--- src/rtl/jtopl_eg_pkg.sv ---
// Shared encodings and helpers for the OPL envelope-generator state store.
// Holds the envelope phase encoding, the silent attenuation value and the sustain-level expansion.
package jtopl_eg_pkg;

  typedef enum logic [1:0] {
    StAttack  = 2'd0,
    StDecay   = 2'd1,
    StSustain = 2'd2,
    StRelease = 2'd3
  } eg_state_e;

  localparam logic [8:0] MAX_ATT = 9'h1FF;

  // Sustain level 15 maps to the very bottom of the attenuation range.
  function automatic logic [4:0] slx_expand(input logic [3:0] sl);
    return (sl == 4'hF) ? 5'h1F : {1'b0, sl};
  endfunction

endpackage

--- src/rtl/jtopl_slot_sh.sv ---
// SLOTS-deep circular shift register: entry 0 is the slot being processed, the written value
// re-appears at the head after Slots enabled cycles.
module jtopl_slot_sh #(
  parameter int unsigned       Width    = 1,
  parameter int unsigned       Slots    = 18,
  parameter logic [Width-1:0]  ResetVal = '0
) (
  input  logic             clk_i,
  input  logic             rst_ni,
  input  logic             cen_i,
  input  logic [Width-1:0] din_i,
  output logic [Width-1:0] head_o
);

  logic [Width-1:0] mem_q [Slots];
  logic [Width-1:0] mem_d [Slots];

  always_comb begin
    mem_d = mem_q;
    if (cen_i) begin
      for (int unsigned i = 0; i < Slots - 1; i++) begin
        mem_d[i] = mem_q[i+1];
      end
      mem_d[Slots-1] = din_i;
    end
  end

  always_ff @(posedge clk_i or negedge rst_ni) begin
    if (!rst_ni) begin
      for (int unsigned i = 0; i < Slots; i++) begin
        mem_q[i] <= ResetVal;
      end
    end else begin
      mem_q <= mem_d;
    end
  end

  assign head_o = mem_q[0];

endmodule

--- src/rtl/jtopl_eg_state.sv ---
// Per-slot envelope state machine and attenuation store; owns the global envelope counter and
// hands the current slot's base rate to the external step stage.
module jtopl_eg_state
  import jtopl_eg_pkg::*;
#(
  parameter int unsigned SLOTS = 18,
  parameter int unsigned CNT_W = 15
) (
  input  logic             clk,
  input  logic             rst_n,
  input  logic             cen,
  input  logic             zero,
  input  logic             keyon,
  input  logic             eg_sus,
  input  logic [3:0]       ar,
  input  logic [3:0]       dr,
  input  logic [3:0]       rr,
  input  logic [3:0]       sl,
  input  logic             step,
  input  logic [5:0]       rate,
  input  logic             cnt_lsb,
  input  logic             sum_up,
  output logic [CNT_W-1:0] eg_cnt,
  output logic [4:0]       base_rate,
  output logic             attack,
  output logic             cnt_in,
  output logic [8:0]       eg_att
);

  localparam logic [CNT_W-1:0] CntOne = CNT_W'(1);

  logic [CNT_W-1:0] eg_cnt_q, eg_cnt_d;

  logic [1:0] state_head;
  logic [8:0] att_head;
  logic       lsb_head;
  logic       kl_head;

  eg_state_e  state_cur;
  eg_state_e  state_nx;
  logic [8:0] att_upd;
  logic [8:0] att_nx;
  logic [3:0] sel_rate;
  logic [3:0] rate_hi;
  logic [2:0] atk_shift;
  logic [9:0] atk_dec;
  logic [8:0] dec_inc;
  logic [9:0] dec_sum;

  always_comb begin
    eg_cnt_d = eg_cnt_q;
    if (cen && zero) begin
      eg_cnt_d = eg_cnt_q + CntOne;
    end
  end

  always_ff @(posedge clk or negedge rst_n) begin
    if (!rst_n) begin
      eg_cnt_q <= '0;
    end else begin
      eg_cnt_q <= eg_cnt_d;
    end
  end

  // Rate selection and head-derived outputs; nothing here depends on the step stage.
  always_comb begin
    state_cur = eg_state_e'(state_head);
    unique case (state_cur)
      StAttack:  sel_rate = ar;
      StDecay:   sel_rate = dr;
      StSustain: sel_rate = eg_sus ? 4'd0 : rr;
      default:   sel_rate = rr;
    endcase
  end

  assign base_rate = {sel_rate, 1'b0};
  assign attack    = (state_cur == StAttack);
  assign cnt_in    = lsb_head;
  assign eg_att    = att_head;
  assign eg_cnt    = eg_cnt_q;

  // Attenuation step, always judged against the state held before this visit's transition.
  always_comb begin
    rate_hi = rate[5:2];
    if (rate_hi >= 4'd12 && rate_hi <= 4'd14) begin
      atk_shift = 3'd4 - 3'(rate_hi - 4'd11);
    end else begin
      atk_shift = 3'd4;
    end
    if (rate_hi < 4'd12) begin
      dec_inc = 9'd1;
    end else begin
      dec_inc = 9'd1 << (rate_hi - 4'd11);
    end
    atk_dec = {1'b0, att_head >> atk_shift} + 10'd1;
    dec_sum = {1'b0, att_head} + {1'b0, dec_inc};

    att_upd = att_head;
    if (step && sum_up) begin
      if (state_cur == StAttack) begin
        if (att_head != 9'd0) begin
          att_upd = (atk_dec >= {1'b0, att_head}) ? 9'd0 : (att_head - atk_dec[8:0]);
        end
      end else begin
        att_upd = dec_sum[9] ? MAX_ATT : dec_sum[8:0];
      end
    end
  end

  always_comb begin
    state_nx = state_cur;
    att_nx   = att_upd;
    if (!keyon) begin
      state_nx = StRelease;
    end else if (!kl_head) begin
      state_nx = StAttack;
      // Fastest attack rates jump straight to full volume.
      if (rate >= 6'd60) begin
        att_nx   = 9'd0;
        state_nx = StDecay;
      end
    end else if (state_cur == StAttack && att_head == 9'd0) begin
      state_nx = StDecay;
    end else if (state_cur == StDecay && att_head[8:4] >= slx_expand(sl)) begin
      state_nx = StSustain;
    end
  end

  jtopl_slot_sh #(
    .Width    (2),
    .Slots    (SLOTS),
    .ResetVal (2'(StRelease))
  ) u_state_sh (
    .clk_i  (clk),
    .rst_ni (rst_n),
    .cen_i  (cen),
    .din_i  (state_nx),
    .head_o (state_head)
  );

  jtopl_slot_sh #(
    .Width    (9),
    .Slots    (SLOTS),
    .ResetVal (MAX_ATT)
  ) u_att_sh (
    .clk_i  (clk),
    .rst_ni (rst_n),
    .cen_i  (cen),
    .din_i  (att_nx),
    .head_o (att_head)
  );

  jtopl_slot_sh #(
    .Width    (1),
    .Slots    (SLOTS),
    .ResetVal (1'b0)
  ) u_lsb_sh (
    .clk_i  (clk),
    .rst_ni (rst_n),
    .cen_i  (cen),
    .din_i  (cnt_lsb),
    .head_o (lsb_head)
  );

  jtopl_slot_sh #(
    .Width    (1),
    .Slots    (SLOTS),
    .ResetVal (1'b0)
  ) u_kl_sh (
    .clk_i  (clk),
    .rst_ni (rst_n),
    .cen_i  (cen),
    .din_i  (keyon),
    .head_o (kl_head)
  );

endmodule
--- config.mk ---
export PLATFORM = sky130hd
export DESIGN_NAME = jtopl_eg_state
export DESIGN_NICKNAME = d
export VERILOG_FILES = /design/src/rtl/jtopl_eg_pkg.sv /design/src/rtl/jtopl_slot_sh.sv /design/src/rtl/jtopl_eg_state.sv
export SDC_FILE = /design/constraint.sdc
export NUM_CORES = 1
export LEC_CHECK = 0
export ABC_AREA = 1
export CAP_MARGIN = 20
export CORE_MARGIN = 8
export CORE_UTILIZATION = 61
export CTS_CLUSTER_SIZE = 14
export DETAILED_ROUTE_END_ITERATION = 8
export PLACE_DENSITY_LB_ADDON = 0.08
export SYNTH_ARGS = -nofsm -noshare
export SYNTH_HDL_FRONTEND = slang
export SYNTH_SLANG_ARGS = --single-unit
--- constraint.sdc ---
create_clock -name clk -period 6.7 [get_ports clk]
set_clock_uncertainty 0.15 [all_clocks]
set_input_delay 2.01 -clock clk [delete_from_list [all_inputs] [get_ports clk]]
set_output_delay 2.01 -clock clk [all_outputs]
set_load 0.05 [all_outputs]
* After elaboration in Yosys (flattened, before gate mapping)
Index checks and enable logic that the tools add are counted.
** Cells by class
- Add/subtract/negate cells :: 6
- Reductions and logical operators :: 8
- Multiplexer cells :: 18
- $lt $le $gt $ge :: 6
- Equal/unequal tests :: 3
- Shift-type cells :: 2
** Operator list (number)
- two-way mux 9 bit :: 9
- adder 15 x 1 -> 15 bit (second input constant) :: 1
- one-hot mux 4 bit (3 select lines) :: 1
- adder 9 x 1 -> 10 bit (second input constant) :: 1
- adder 9 x 9 -> 10 bit :: 1
- greater-or-equal comparator 10 x 9 -> 1 bit :: 1
- logical NOT 9 bit :: 1
- nonzero test 9 bit :: 1
- << shifter 1 x 4 -> 9 bit (first input constant) :: 1
- right shift 9 x 3 -> 9 bit :: 1
- subtractor 9 bit :: 1
- two-way mux 2 bit :: 4
- greater-or-equal comparator 6 bit (second input constant) :: 1
- greater-or-equal comparator 5 bit :: 1
- logical AND 1 bit :: 5
- two-way mux 5 bit :: 1
- == test 4 bit (second input constant) :: 1
- greater-or-equal comparator 4 bit (second input constant) :: 1
- <= comparator 4 bit (second input constant) :: 1
- < comparator 4 bit (second input constant) :: 1
- two-way mux 4 bit :: 1
- subtractor 4 bit (second input constant) :: 1
- two-way mux 3 bit :: 1
- subtractor 3 bit (first input constant) :: 1
- 4 further kinds :: 4
** Storage, ports and cells
- Logic and storage cells :: 116
- Input port bits :: 31
- Bits in registers :: 249
- Output and inout port bits :: 31

* Logic depth before layout (Yosys ltp)
- Word-level depth :: 13
- Mapped depth :: 30
- Depth with buffers taken out :: 29

* Cells and area by module
A second synthesis with hierarchy kept.
** Second synthesis, totals
- Cells, all modules :: 1487
- Area, all modules :: 12284.3 um^2
** By module, submodules not included
- jtopl_slot_sh (u_att_sh) :: sequential area each 4256.6 um^2, times used 1, cells each 693, area each 6381.1 um^2
- jtopl_eg_state :: sequential area each 375.4 um^2, times used 1, cells each 488, area each 2999.1 um^2
- jtopl_slot_sh (u_state_sh) :: sequential area each 945.9 um^2, times used 1, cells each 154, area each 1482.7 um^2
- jtopl_slot_sh (u_kl_sh ...) :: sequential area each 450.4 um^2, times used 2, cells each 76, area each 710.7 um^2

* Least setup slack after synthesis
OpenSTA, ideal clock, no wires.
- Path type :: input to register
- From :: in rate[3]
- To :: reg u_att_sh.mem_q[5] (netlist bit)
- Data arrival time :: 5227 ps
- Slack :: 1262 ps
- Library setup time :: 61 ps
- Stages on the path :: 25
- Cell sequence :: nand2_1 inv_1 ha_1 inv_1 ha_1 nand3_4 inv_2 buf_6 nand3_1 nand2_2 inv_1 ha_1 or2_2 nand2_1 inv_1 ha_1 nand2_1 nor2_1 nand3_1 nand4_1 nor2_1 nand2_1 nand3_1 nand2_1 nand2_1
** Between the ends
- Word-level cells in the longest chain between the ends :: 13
- Elaborated cells on any way between the ends :: 23
** Ends and longest elaborated chain
- start: declaration :: line jtopl_eg_state.sv:20 : input logic [5:0] rate,
- subtractor 4 bit (tied with other cells) :: line jtopl_eg_state.sv:93 : dec_inc = 9'd1 << (rate_hi - 4'd11);
- subtractor 3 bit / logical AND 1 bit (equally long branches) :: line jtopl_eg_state.sv:86, jtopl_eg_state.sv:85
- two-way mux 3 bit :: line jtopl_eg_state.sv:85 : if (rate_hi >= 4'd12 && rate_hi <= 4'd14) begin
- right shift 9 x 3 -> 9 bit :: line jtopl_eg_state.sv:95 : atk_dec = {1'b0, att_head >> atk_shift} + 10'd1;
- adder 9 x 1 -> 10 bit :: line jtopl_eg_state.sv:95
- subtractor 9 bit / greater-or-equal comparator 10 x 9 -> 1 bit (equally long branches) :: line jtopl_eg_state.sv:102 : att_upd = (atk_dec >= {1'b0, att_head}) ? 9'd0 : (att_head - atk_dec[8:0]);
- two-way mux 9 bit :: line jtopl_eg_state.sv:102
- two-way mux 9 bit :: line jtopl_eg_state.sv:101 : if (att_head != 9'd0) begin
- two-way mux 9 bit :: line jtopl_eg_state.sv:100 : if (state_cur == StAttack) begin
- two-way mux 9 bit :: line jtopl_eg_state.sv:99 : if (step && sum_up) begin
- two-way mux 9 bit :: line jtopl_eg_state.sv:118 : if (rate >= 6'd60) begin
- two-way mux 9 bit :: line jtopl_eg_state.sv:115 : end else if (!kl_head) begin
- two-way mux 9 bit (*) :: line jtopl_eg_state.sv:113 : if (!keyon) begin
- end signal: indexed assignment :: line jtopl_slot_sh.sv:31 : mem_q[i] <= ResetVal;
- end signal: assignment :: line jtopl_slot_sh.sv:34 : mem_q <= mem_d;
- end: declaration :: line jtopl_slot_sh.sv:15 : logic [Width-1:0] mem_q [Slots];
Every way passes the cells marked *; elsewhere a longest branch is shown, timed or not.
A chain may end at the register's enable or synchronous reset.

* Final worst setup path
- From :: in rate[3]
- To :: reg u_att_sh.mem_q[0] (netlist bit)
Same word-level chain as after synthesis.

==> flow_summary.yaml <==
timing:
  setup_tns_ns: 0
  layout_min_cycle_time_ns: 5.97
  grt_setup_unrepaired: "false"
  finalHoldViolCount: 0
  period_share: 0.891
  worst_pin_slew_ns: 1.08
  drv_slew: 0
  setup_viol: 0
  slew_headroom: 0.279
  fmax_mhz: 167
grt:
  track_usage: 0.202
  antenna_found_initial: 0
  grt_remaining_overflow: 0
  grt_pass1_vias: 8837
  grt_max_degree: 159
  grt_pass1_wl_um: 41600
synth:
  syn-cell-area_um2: 12000
  ys_warn_count: 0
  syn_inst: 1504
  yosysUniqueCellTypes: 34
  ys_async_sr_fraction: 1.00
  synth-edff-count: 0
  synth-seq-area-share: 0.538
  ys_seq_elements: 249
  ys.flop_type: "dfstp_2"
  syn_avg_cell_area_um2: 8.01
min_path:
  holdCritPathClass: "flip-flop to flip-flop"
clocking:
  cts_root_buffer: "clkbuf_16"
  clk_latency_ns: 0.51
  cts-buffers-inserted: 25
  clockBufferDepth: 3
  hold_buffers: 0
  post-cts-setup-buffers: 0
  clk_pin_slew_worst_paths_ns: 0.06
  cts_tree: "yes"
  cts.sinks: 249
  cts_max_level: 1
  cts_resized: 0
detailed_routing:
  via_per_inst: 5.10
  wl_met2_um: 10800
  wl_met3_um: 1050
  wl_um: 24100
  wl_per_cell_um: 13.3
  dr.max_layer_used: "met4"
  drc: 0
  drt_iter0_drc: 730
  postRouteAntennaNets: 0
  first_pass_iters: 5
  num_vias: 9257
  wl_met1_um: 11800
layout:
  final_area_um2: 13500
  fillCellCount: 1605
  syn2layout_area_growth_pct: 12.4
  drive_gt1_frac: 0.177
  final_nets: 1601
  num_antenna_cells: 0
floorplanning:
  initial_core_util: 0.621
  die_w_um: 156
  fp.coreArea_um2: 19400
  die_h_um: 156
  dieArea_um2: 24500
  boundaryPins: 62
  rows: 51
pwr:
  p_per_area_nw_per_um2: 325
  ir_drop_mv: 0.205
  power.leakage_uw: 0.00683
place:
  dpl-instance-area_um2: 12700
  port_buffers: 58
  dpl.hpwl_um: 15700
  routabilityCongestion: 0.868
setup_path:
  cp_max_fo: 11
  crit_type: "input port to flip-flop"
  start_kind: "input port"
  cp.required_ns: 6.98
  arrival_ns: 6.25
  critical_path.endpoint_type: "flip-flop"
job:
  drv_cap: 0
outcome:
  outcome: "finished, final reports clean"
metal layers:
layer,vias up,GRT usage
met2,157,0.319
met4,0,0.0444
met3,29,0.0279
met5,-,0
li1,4674,-
met1,4397,0.291
cells in the mapped netlist (2+ instances only):
cell      instances  area [µm²]
a21oi_1          26         130
nor2_4            3        33.8
buf_4            10        75.1
buf_6             4        45.0
dfrtp_1          51        1280
fa_1              2        40.0
ha_1             36         450
nand3b_1          6        45.0
nor3_1            4        20.0
o21ai_0          28         140
clkinv_1          2        7.51
dfstp_2         198        5200
nand2_1         838        3150
o21a_1            2        15.0
xnor2_1          13         114
nor2_1           42         158
nand4_1          15        93.8
o21bai_1          2        15.0
inv_2             4        15.0
clkbuf_1         51         191
nand3_2           4        40.0
xor2_1            7        61.3
nand3_1          62         310
inv_1            77         289
nand2_2           6        37.5
or2_2             3        18.8
registers in the layout (all words and copies together), names as in the netlist:
| signal | count |
|---|---|
| u_lsb_sh.head_o | 1 |
| u_kl_sh.mem_q | 17 |
| u_state_sh.head_o | 2 |
| u_kl_sh.head_o | 1 |
| u_att_sh.mem_q | 153 |
| u_state_sh.mem_q | 34 |
| u_lsb_sh.mem_q | 17 |
| eg_cnt | 15 |
| u_att_sh.head_o | 9 |
per-stage QoR:
stage                      util  total power, µW  hold WS [ns]  setup slack (ns)  cells
after global placement    0.656             3050         0.300             0.350   1770
after detailed placement  0.656             3070         0.303             0.265   1770
after CTS                 0.697             4450         0.303             0.774   1815
after global routing      0.697             4680         0.319             0.295   1815
final                     0.697             4400         0.310             0.730   1815
after floorplan               -             2770         0.292              1.26   1505
final cells by class:
| cell class | count | area [µm²] | share of cell area |
|---|---|---|---|
| repair buffers | 66 | 659 | 0.0487 |
| clock buffers | 35 | 723 | 0.0534 |
| clock inverters | 10 | 83.8 | 0.00620 |
| multi-input cells | 1106 | 4930 | 0.365 |
| flip-flops and latches | 249 | 6480 | 0.479 |
| inverters | 84 | 322 | 0.0238 |
| well taps | 265 | 332 | 0.0245 |
path summary, 6_finish.rpt:
check | from | to | slack [ns] | depth (start not counted)
worst max-delay path | rate[3] | u_att_sh.mem_q[0]$_DFFE_PN1P_ | 0.73 | 26
worst min-delay path | u_att_sh.mem_q[121]$_DFFE_PN1P_ | u_att_sh.mem_q[121]$_DFFE_PN1P_ | 0.31 | 2
worst max register to register | u_att_sh.head_o[5]$_DFFE_PN1P_ | u_att_sh.mem_q[0]$_DFFE_PN1P_ | 3.08 | 23
worst min register to register | u_att_sh.mem_q[121]$_DFFE_PN1P_ | u_att_sh.mem_q[121]$_DFFE_PN1P_ | 0.31 | 2
max in group asynchronous | rst_n | u_state_sh.mem_q[20]$_DFFE_PN1P_ | 3.99 | 2
min in group asynchronous | rst_n | u_kl_sh.mem_q[7]$_DFFE_PN0P_ | 1.36 | 1
report_power, final:
part	switching [µW]	total [µW]	internal (µW)	leakage [µW]
Clock	551	1340	791	0.000398
Combinational	635	981	347	0.00370
Sequential	169	2080	1910	0.00273
Total	1350	4400	3050	0.00683
kinds of logic (layout without fill, tap and decap cells):
logic type,Yosys count,in the layout,synth area share
and+or+nand+nor,986,986,0.327
DFF,249,249,0.538
buffers and inverters,150,195,0.0526
AOI/OAI and AO/OA,59,59,0.0254
adders and majority gates,38,38,0.0407
xor gates and xnor gates,21,21,0.0159
other,1,2,0.000311
placed cells by master (no fill, tap or decap), types with 13 or more instances in the layout:
master	netlist	routed
xnor2_1	13	13
dfrtp_1	51	51
nand4_1	15	15
clkdlybuf4s50_1	0	56
ha_1	36	36
o21ai_0	28	28
nor2_1	42	42
dfstp_2	198	198
inv_1	77	76
a21oi_1	26	26
nand2_1	838	838
clkbuf_16	0	25
nand3_1	62	62
worst max-delay path, cell delays in order:
cell	delay, ns
clkdlybuf4s50_1	0.51
nand2_1	0.20
inv_1	0.12
ha_1	0.33
inv_1	0.06
ha_1	0.31
nand3_4	0.14
inv_2	0.21
nand3_1	0.12
nand2_2	0.12
inv_1	0.10
ha_1	0.20
or2_2	0.29
nand2_1	0.12
inv_1	0.06
ha_1	0.38
nand2_1	0.13
nor2_1	0.15
nand3_1	0.09
nand4_1	0.10
nor2_1	0.05
buf_4	0.16
nand2_1	0.06
nand3_1	0.07
nand2_1	0.10
nand2_1	0.05
No activity file was read; power rests on OpenSTA's default activity.
